### src/rtl/mem_port_arbiter_pkg.sv
// Shared types and constants for the unified-memory port arbiter.
package mem_port_arbiter_pkg;

   typedef enum logic [1:0] {
      OWNER_NONE,
      OWNER_LD,
      OWNER_DATA,
      OWNER_FETCH
   } arb_owner_e;

   typedef enum logic [1:0] {
      ARB_IDLE,
      ARB_BUSY,
      ARB_RESP
   } arb_state_e;

   localparam int ARB_MAX_LATENCY = 7;

   // Bit positions of each requester in the request/grant vectors.
   localparam int REQ_LD    = 0;
   localparam int REQ_DATA  = 1;
   localparam int REQ_FETCH = 2;

endpackage

### src/rtl/arb_prio_sel.sv
// Combinational winner select: loader > data > fetch, except that a raised
// starve flag lets fetch beat data. Returns a one-hot grant (or zero).
module arb_prio_sel
   import mem_port_arbiter_pkg::*;
(
   input  logic [2:0] req,
   input  logic       starve,
   output logic [2:0] gnt
);

   always_comb begin
      gnt = 3'b000;
      if (req[REQ_LD]) begin
         gnt[REQ_LD] = 1'b1;
      end else if (req[REQ_FETCH] && starve) begin
         gnt[REQ_FETCH] = 1'b1;
      end else if (req[REQ_DATA]) begin
         gnt[REQ_DATA] = 1'b1;
      end else if (req[REQ_FETCH]) begin
         gnt[REQ_FETCH] = 1'b1;
      end
   end

endmodule

### src/rtl/mem_port_arbiter.sv
// Arbitrates loader / data / fetch onto one fixed-latency memory port.
// Define ARB_PERF_CNT_EN to add the wait and starvation-hit counters.
module mem_port_arbiter
   import mem_port_arbiter_pkg::*;
#(
   parameter int MEM_LATENCY  = 1,
   parameter int STARVE_LIMIT = 4,
   parameter int ADDR_W       = 32
) (
   input  logic              clk,
   input  logic              reset_n,
   input  logic              ld_valid,
   input  logic [ADDR_W-1:0] ld_addr,
   input  logic [7:0]        ld_wdata,
   output logic              ld_ready,
   input  logic              if_req,
   input  logic [ADDR_W-1:0] if_addr,
   output logic              if_gnt,
   output logic              if_rvalid,
   output logic [31:0]       if_rdata,
   input  logic              d_req,
   input  logic              d_we,
   input  logic [3:0]        d_be,
   input  logic [ADDR_W-1:0] d_addr,
   input  logic [31:0]       d_wdata,
   output logic              d_gnt,
   output logic              d_rvalid,
   output logic [31:0]       d_rdata,
   output logic              if_stall,
   output logic              d_stall,
   output logic              mem_req,
   output logic              mem_we,
   output logic [3:0]        mem_be,
   output logic [ADDR_W-1:0] mem_addr,
   output logic [31:0]       mem_wdata,
   input  logic [31:0]       mem_rdata
`ifdef ARB_PERF_CNT_EN
   ,
   output logic [31:0]       perf_if_wait,
   output logic [31:0]       perf_d_wait,
   output logic [15:0]       perf_starve_hits
`endif
);

   localparam logic [2:0] LAT        = 3'(MEM_LATENCY);
   localparam logic [7:0] STARVE_MAX = 8'(STARVE_LIMIT);

   arb_state_e  state_q, state_d;
   logic [2:0]  lat_q, lat_d;
   logic [7:0]  starve_q;
   arb_owner_e  owner_q;
   logic [31:0] if_rdata_q, d_rdata_q;

   logic        starve;
   logic [2:0]  req_vec, gnt_vec, gnt_raw;
   logic        any_gnt, resp;

   assign req_vec = {if_req, d_req, ld_valid};
   assign starve  = (STARVE_LIMIT != 0) && (starve_q == STARVE_MAX);

   arb_prio_sel u_prio_sel (
      .req    (req_vec),
      .starve (starve),
      .gnt    (gnt_vec)
   );

   // Arbitration only happens in IDLE and in the response cycle.
   assign gnt_raw = (state_q != ARB_BUSY) ? gnt_vec : 3'b000;
   assign any_gnt = |gnt_raw;
   assign resp    = (state_q == ARB_RESP);

   always_comb begin
      state_d = state_q;
      lat_d   = lat_q;
      case (state_q)
         ARB_IDLE, ARB_RESP: begin
            if (any_gnt) begin
               lat_d   = LAT;
               state_d = (LAT == 3'd1) ? ARB_RESP : ARB_BUSY;
            end else if (state_q == ARB_RESP) begin
               lat_d   = 3'd0;
               state_d = ARB_IDLE;
            end
         end
         ARB_BUSY: begin
            lat_d = lat_q - 3'd1;
            if (lat_q == 3'd2) begin
               state_d = ARB_RESP;
            end
         end
         default: begin
            state_d = ARB_IDLE;
            lat_d   = 3'd0;
         end
      endcase
   end

   always_ff @(posedge clk or negedge reset_n) begin
      if (!reset_n) begin
         state_q <= ARB_IDLE;
         lat_q   <= 3'd0;
      end else begin
         state_q <= state_d;
         lat_q   <= lat_d;
      end
   end

   always_ff @(posedge clk or negedge reset_n) begin
      if (!reset_n) begin
         owner_q    <= OWNER_NONE;
         starve_q   <= 8'd0;
         if_rdata_q <= 32'd0;
         d_rdata_q  <= 32'd0;
      end else begin
         if (gnt_raw[REQ_LD]) begin
            owner_q <= OWNER_LD;
         end else if (gnt_raw[REQ_DATA]) begin
            owner_q <= OWNER_DATA;
         end else if (gnt_raw[REQ_FETCH]) begin
            owner_q <= OWNER_FETCH;
         end else if (resp) begin
            owner_q <= OWNER_NONE;
         end

         if (gnt_raw[REQ_FETCH]) begin
            starve_q <= 8'd0;
         end else if (gnt_raw[REQ_DATA] && if_req && (starve_q != STARVE_MAX)) begin
            starve_q <= starve_q + 8'd1;
         end

         if (resp && owner_q == OWNER_FETCH) begin
            if_rdata_q <= mem_rdata;
         end
         if (resp && owner_q == OWNER_DATA) begin
            d_rdata_q <= mem_rdata;
         end
      end
   end

   // Outputs are forced low while reset is held, even with requests pending.
   assign ld_ready  = reset_n & gnt_raw[REQ_LD];
   assign d_gnt     = reset_n & gnt_raw[REQ_DATA];
   assign if_gnt    = reset_n & gnt_raw[REQ_FETCH];
   assign mem_req   = ld_ready | d_gnt | if_gnt;
   assign if_rvalid = resp && (owner_q == OWNER_FETCH);
   assign d_rvalid  = resp && (owner_q == OWNER_DATA);
   assign if_rdata  = if_rvalid ? mem_rdata : if_rdata_q;
   assign d_rdata   = d_rvalid ? mem_rdata : d_rdata_q;
   assign if_stall  = reset_n & ((if_req & ~if_gnt) | ((owner_q == OWNER_FETCH) & ~if_rvalid));
   assign d_stall   = reset_n & ((d_req & ~d_gnt) | ((owner_q == OWNER_DATA) & ~d_rvalid));

   always_comb begin
      mem_we    = 1'b0;
      mem_be    = 4'b0000;
      mem_addr  = '0;
      mem_wdata = 32'd0;
      if (ld_ready) begin
         mem_we    = 1'b1;
         mem_be    = 4'b0001 << ld_addr[1:0];
         mem_addr  = {ld_addr[ADDR_W-1:2], 2'b00};
         mem_wdata = {4{ld_wdata}};
      end else if (d_gnt) begin
         mem_we    = d_we;
         mem_be    = d_be;
         mem_addr  = d_addr;
         mem_wdata = d_wdata;
      end else if (if_gnt) begin
         mem_be    = 4'b1111;
         mem_addr  = if_addr;
      end
   end

`ifdef ARB_PERF_CNT_EN
   always_ff @(posedge clk or negedge reset_n) begin
      if (!reset_n) begin
         perf_if_wait     <= 32'd0;
         perf_d_wait      <= 32'd0;
         perf_starve_hits <= 16'd0;
      end else begin
         if (if_req && !gnt_raw[REQ_FETCH] && perf_if_wait != 32'hFFFF_FFFF) begin
            perf_if_wait <= perf_if_wait + 32'd1;
         end
         if (d_req && !gnt_raw[REQ_DATA] && perf_d_wait != 32'hFFFF_FFFF) begin
            perf_d_wait <= perf_d_wait + 32'd1;
         end
         // A hit is a fetch grant that data would otherwise have taken.
         if (gnt_raw[REQ_FETCH] && starve && d_req && perf_starve_hits != 16'hFFFF) begin
            perf_starve_hits <= perf_starve_hits + 16'd1;
         end
      end
   end
`endif

endmodule

### config.mk
export PLATFORM = sky130hd
export DESIGN_NAME = mem_port_arbiter
export DESIGN_NICKNAME = d
export VERILOG_FILES = /design/src/rtl/mem_port_arbiter_pkg.sv /design/src/rtl/arb_prio_sel.sv /design/src/rtl/mem_port_arbiter.sv
export SDC_FILE = /design/constraint.sdc
export NUM_CORES = 1
export LEC_CHECK = 0
export ABC_AREA = 1
export CAP_MARGIN = 20
export CORE_AREA = 2 2 123 125
export DETAILED_ROUTE_END_ITERATION = 6
export DIE_AREA = 0 0 125 127
export PLACE_DENSITY = 0.73
export SYNTH_ARGS = -nofsm -noshare
export SYNTH_HDL_FRONTEND = slang
export SYNTH_SLANG_ARGS = --single-unit
### constraint.sdc
create_clock -name clk -period 1.35 [get_ports clk]
set_input_delay 0.135 -clock clk [delete_from_list [all_inputs] [get_ports clk]]
set_output_delay 0.135 -clock clk [all_outputs]
set_load 0.02 [all_outputs]
==> results.md <==
* Status: finished, violations left
* Failing checks: negative setup slack
* Finished layout cell area at 11,400 µm²
* Mapped Nets at 758
* Worst Path Max Fanout at 5
* Fin Setup TNS at -122.06 ns
* Top FF cell, synth: dfrtp_1
* H-tree depth at 3
* Number of global-route vias before repair at 6,132
* Reg2Reg Setup Slack at -0.39 ns
* WL/cell at 21.0 µm
* Final Hold Vio Count at 0
* Power per cell area at 967 nW/µm²
* Core Region at 14,400 µm²
* Skew final at 0.00960 ns
* Gr usage total at 0.285
* Sequential share of power at 0.267
* Netlist cell types at 27
* Area growth syn-to-layout at 172%
* CTS Sinks at 75
* Setup crit start kind: flop
* Inserted Diodes at 0
* Dpl ws at -0.930 ns
* I/O Buffers at 318
* Top cell type's share of synthesized area at 0.449
* DIE AREA at 15,900 µm²
* Crit path kind: reg -> out
* Max-slew violations at 0
* Reg-to-Reg Start: state_q[1]$_DFFE_PN0P_
* Crit path capture type: primary output
* Chip width at 125 µm
* WP data arrival at 2.00 ns
* Worst slew pin tran at 0.824 ns
* Routed WL at 25,300 µm
* Tightest Hold Check Type: in -> reg
* Worst hold margin at 0.364 ns
* MaxCap Viol Count at 0
* Worst VDD drop at 0.00123 V
* Tcrit/Tclk final at 1.58
* RePlAce Congestion at 0.849
* Max Root-Sink Buffers at 2
* Mapped Area at 4180 µm²
* Total gr overflow at 0
* CTS tree: yes
* Combinational power share at 0.511
* Proportion of layout cells with a drive suffix above 1 at 0.558
* Clock root cell: clkbuf_16
* Row count at 44
* Seq/Total Area, Yosys at 0.449
* DRC viols at 0
* Fill cells at 878
* Hold path startpoint: ld_valid
* Final HPWL DP at 15,200 µm
* Slew HR at 0.451
* # setup viols final at 272
* Req. time, crit path at 1.22 ns
* Minimum clock period at 2.14 ns
* Final Net Count at 1,196
* Area leader, netlist: dfrtp_1
* Synth warnings at 0
* Sw Share at 0.368
* DR iter-0 viols at 219
* Yosys reg bits at 75
* Mapped Cells at 578
* Initial Util at 0.290
* Final Worst Setup Slack at -0.789 ns
* TritonRoute pass-1 iters at 5
* Largest cells by area after synthesis: dfrtp_1 45%, nand2_1 21%, o21ai_1 6.0%, nand3_1 5.3%, nand4_1 5.1%
* Total CTS buffers at 9
* Max frequency at 467 MHz
* Fin util at 0.788
* Sw Pwr at 4040 µW
* First-pass GRT wire length at 35,200 µm
* P_leak at 0.00540 µW
* Vias/cell at 4.93
* Register clock-pin slew on the reported worst setup and hold paths at 0.06 ns
* RSZ-0062 raised after global routing: true
* EDFF count, synth at 0
* Placed cell area at 9390 µm²
* IO Pins at 319
* Initial antenna violation count at 0
* Antenna Violating Nets Remaining at 0
* Die H at 127 µm
* Multi-input logic area at 3670 µm²
* Critical Path Source: state_q[1]$_DFFE_PN0P_
* Largest net degree at the start of global routing at 64
* Avg Inst Size Synth at 7.24 µm²
* Clk_lat worst skew at 0.35 ns
* Async SR Flop Fraction at 1.00
* Pint at 6950 µW
* Register Area at 1880 µm²
* Via Count at 5,939
* Clk network pwr share at 0.222
## critical path, cell delays in order (launching register included)
cell and delay, ns:
dfrtp_1 0.37, inv_2 0.06, nor3_4 0.21, buf_12 0.14, buf_12 0.11, inv_12 0.04, buf_12 0.13, buf_12 0.13
buf_6 0.12, o21ai_4 0.20, buf_6 0.15
## kinds of logic (layout without fill, tap and decap cells)
kind of cell | Yosys count | in the layout | synth area share
AOI/OAI and AO/OA | 74 | 74 | 0.0915
buffers and inverters | 90 | 533 | 0.105
and+or+nand+nor | 337 | 337 | 0.348
DFF | 75 | 75 | 0.449
adders and majority gates | 2 | 2 | 0.00598
## sequential cells by signal, summed over array words and instances, names as in the netlist
register / flops
d_rdata_q: 32
if_rdata_q: 32
starve_q: 8
owner_q: 2
state_q: 1
## path summary, 6_finish.rpt
check | end | depth (start not counted)
max in group asynchronous | d_rdata_q[24]$_DFF_PN0_ | 4
setup reg to reg | d_rdata_q[7]$_DFF_PN0_ | 11
hold reg to reg | d_rdata_q[15]$_DFF_PN0_ | 2
hold / removal | owner_q[1]$_DFFE_PN0P_ | 3
min in group asynchronous | d_rdata_q[4]$_DFF_PN0_ | 3
setup / recovery | if_rdata[8] | 10
## cells in the final DEF, fill, tap and decap left out, drive strengths merged, types with 5 or more instances in the layout
master,netlist,layout
buf,26,280
clkbuf,8,13
clkdlybuf4s50,0,175
dfrtp,75,75
inv,56,57
nand2,236,236
nand3,45,45
nand4,34,34
nor2,16,16
nor3,5,5
o21ai,68,68
## through the flow
step                total power, µW  std cells
global route                  11400       1205
detailed placement             7160       1114
global placement               7120       1114
floorplan                      5090        578
CTS                           10400       1185
finish                        11000       1205
## cell type report
type,count,area share
clock buffers,12,0.0234
inverters,56,0.0205
clock inverters,4,0.00275
repair inverters,1,0.000661
repair buffers,460,0.444
multi-input cells,413,0.323
well taps,184,0.0203
flip-flops and latches,75,0.165
## power groups by stage
stage / logic, µW / registers [µW] / clock network (µW)
floorplan: 2320 / 2780 / 0
global placement: 4350 / 2780 / 0
detailed placement: 4370 / 2790 / 0
CTS: 5160 / 2870 / 2390
global route: 5840 / 2960 / 2560
finish: 5620 / 2930 / 2440
## Yosys cell counts, drive strengths merged, types with 2 or more instances
library cell / number
nand2: 236
dfrtp: 75
o21ai: 68
inv: 56
nand3: 45
nand4: 34
buf: 26
nor2: 16
clkbuf: 8
nor3: 5
a21oi: 3
ha: 2
o21bai: 2
## metal layers
metal	global-route usage	vias up	routed length (µm)
met2	0.532	269	13700
met4	0.0980	0	910
li1	-	2750	-
met5	0	-	0
met1	0.324	2855	9250
met3	0.0595	65	1440
## timing repair
item / in CTS / in global routing
setup endpoints to repair: 174 / 277
hold buffers: 1 / 0
cloned: 14 / 0
resized for setup: 876 / 125
pin swaps: 19 / 56
setup buffers: 40 / 33
endpoints found under the hold margin: 12 / 0
No activity file was read; power rests on OpenSTA's default activity.
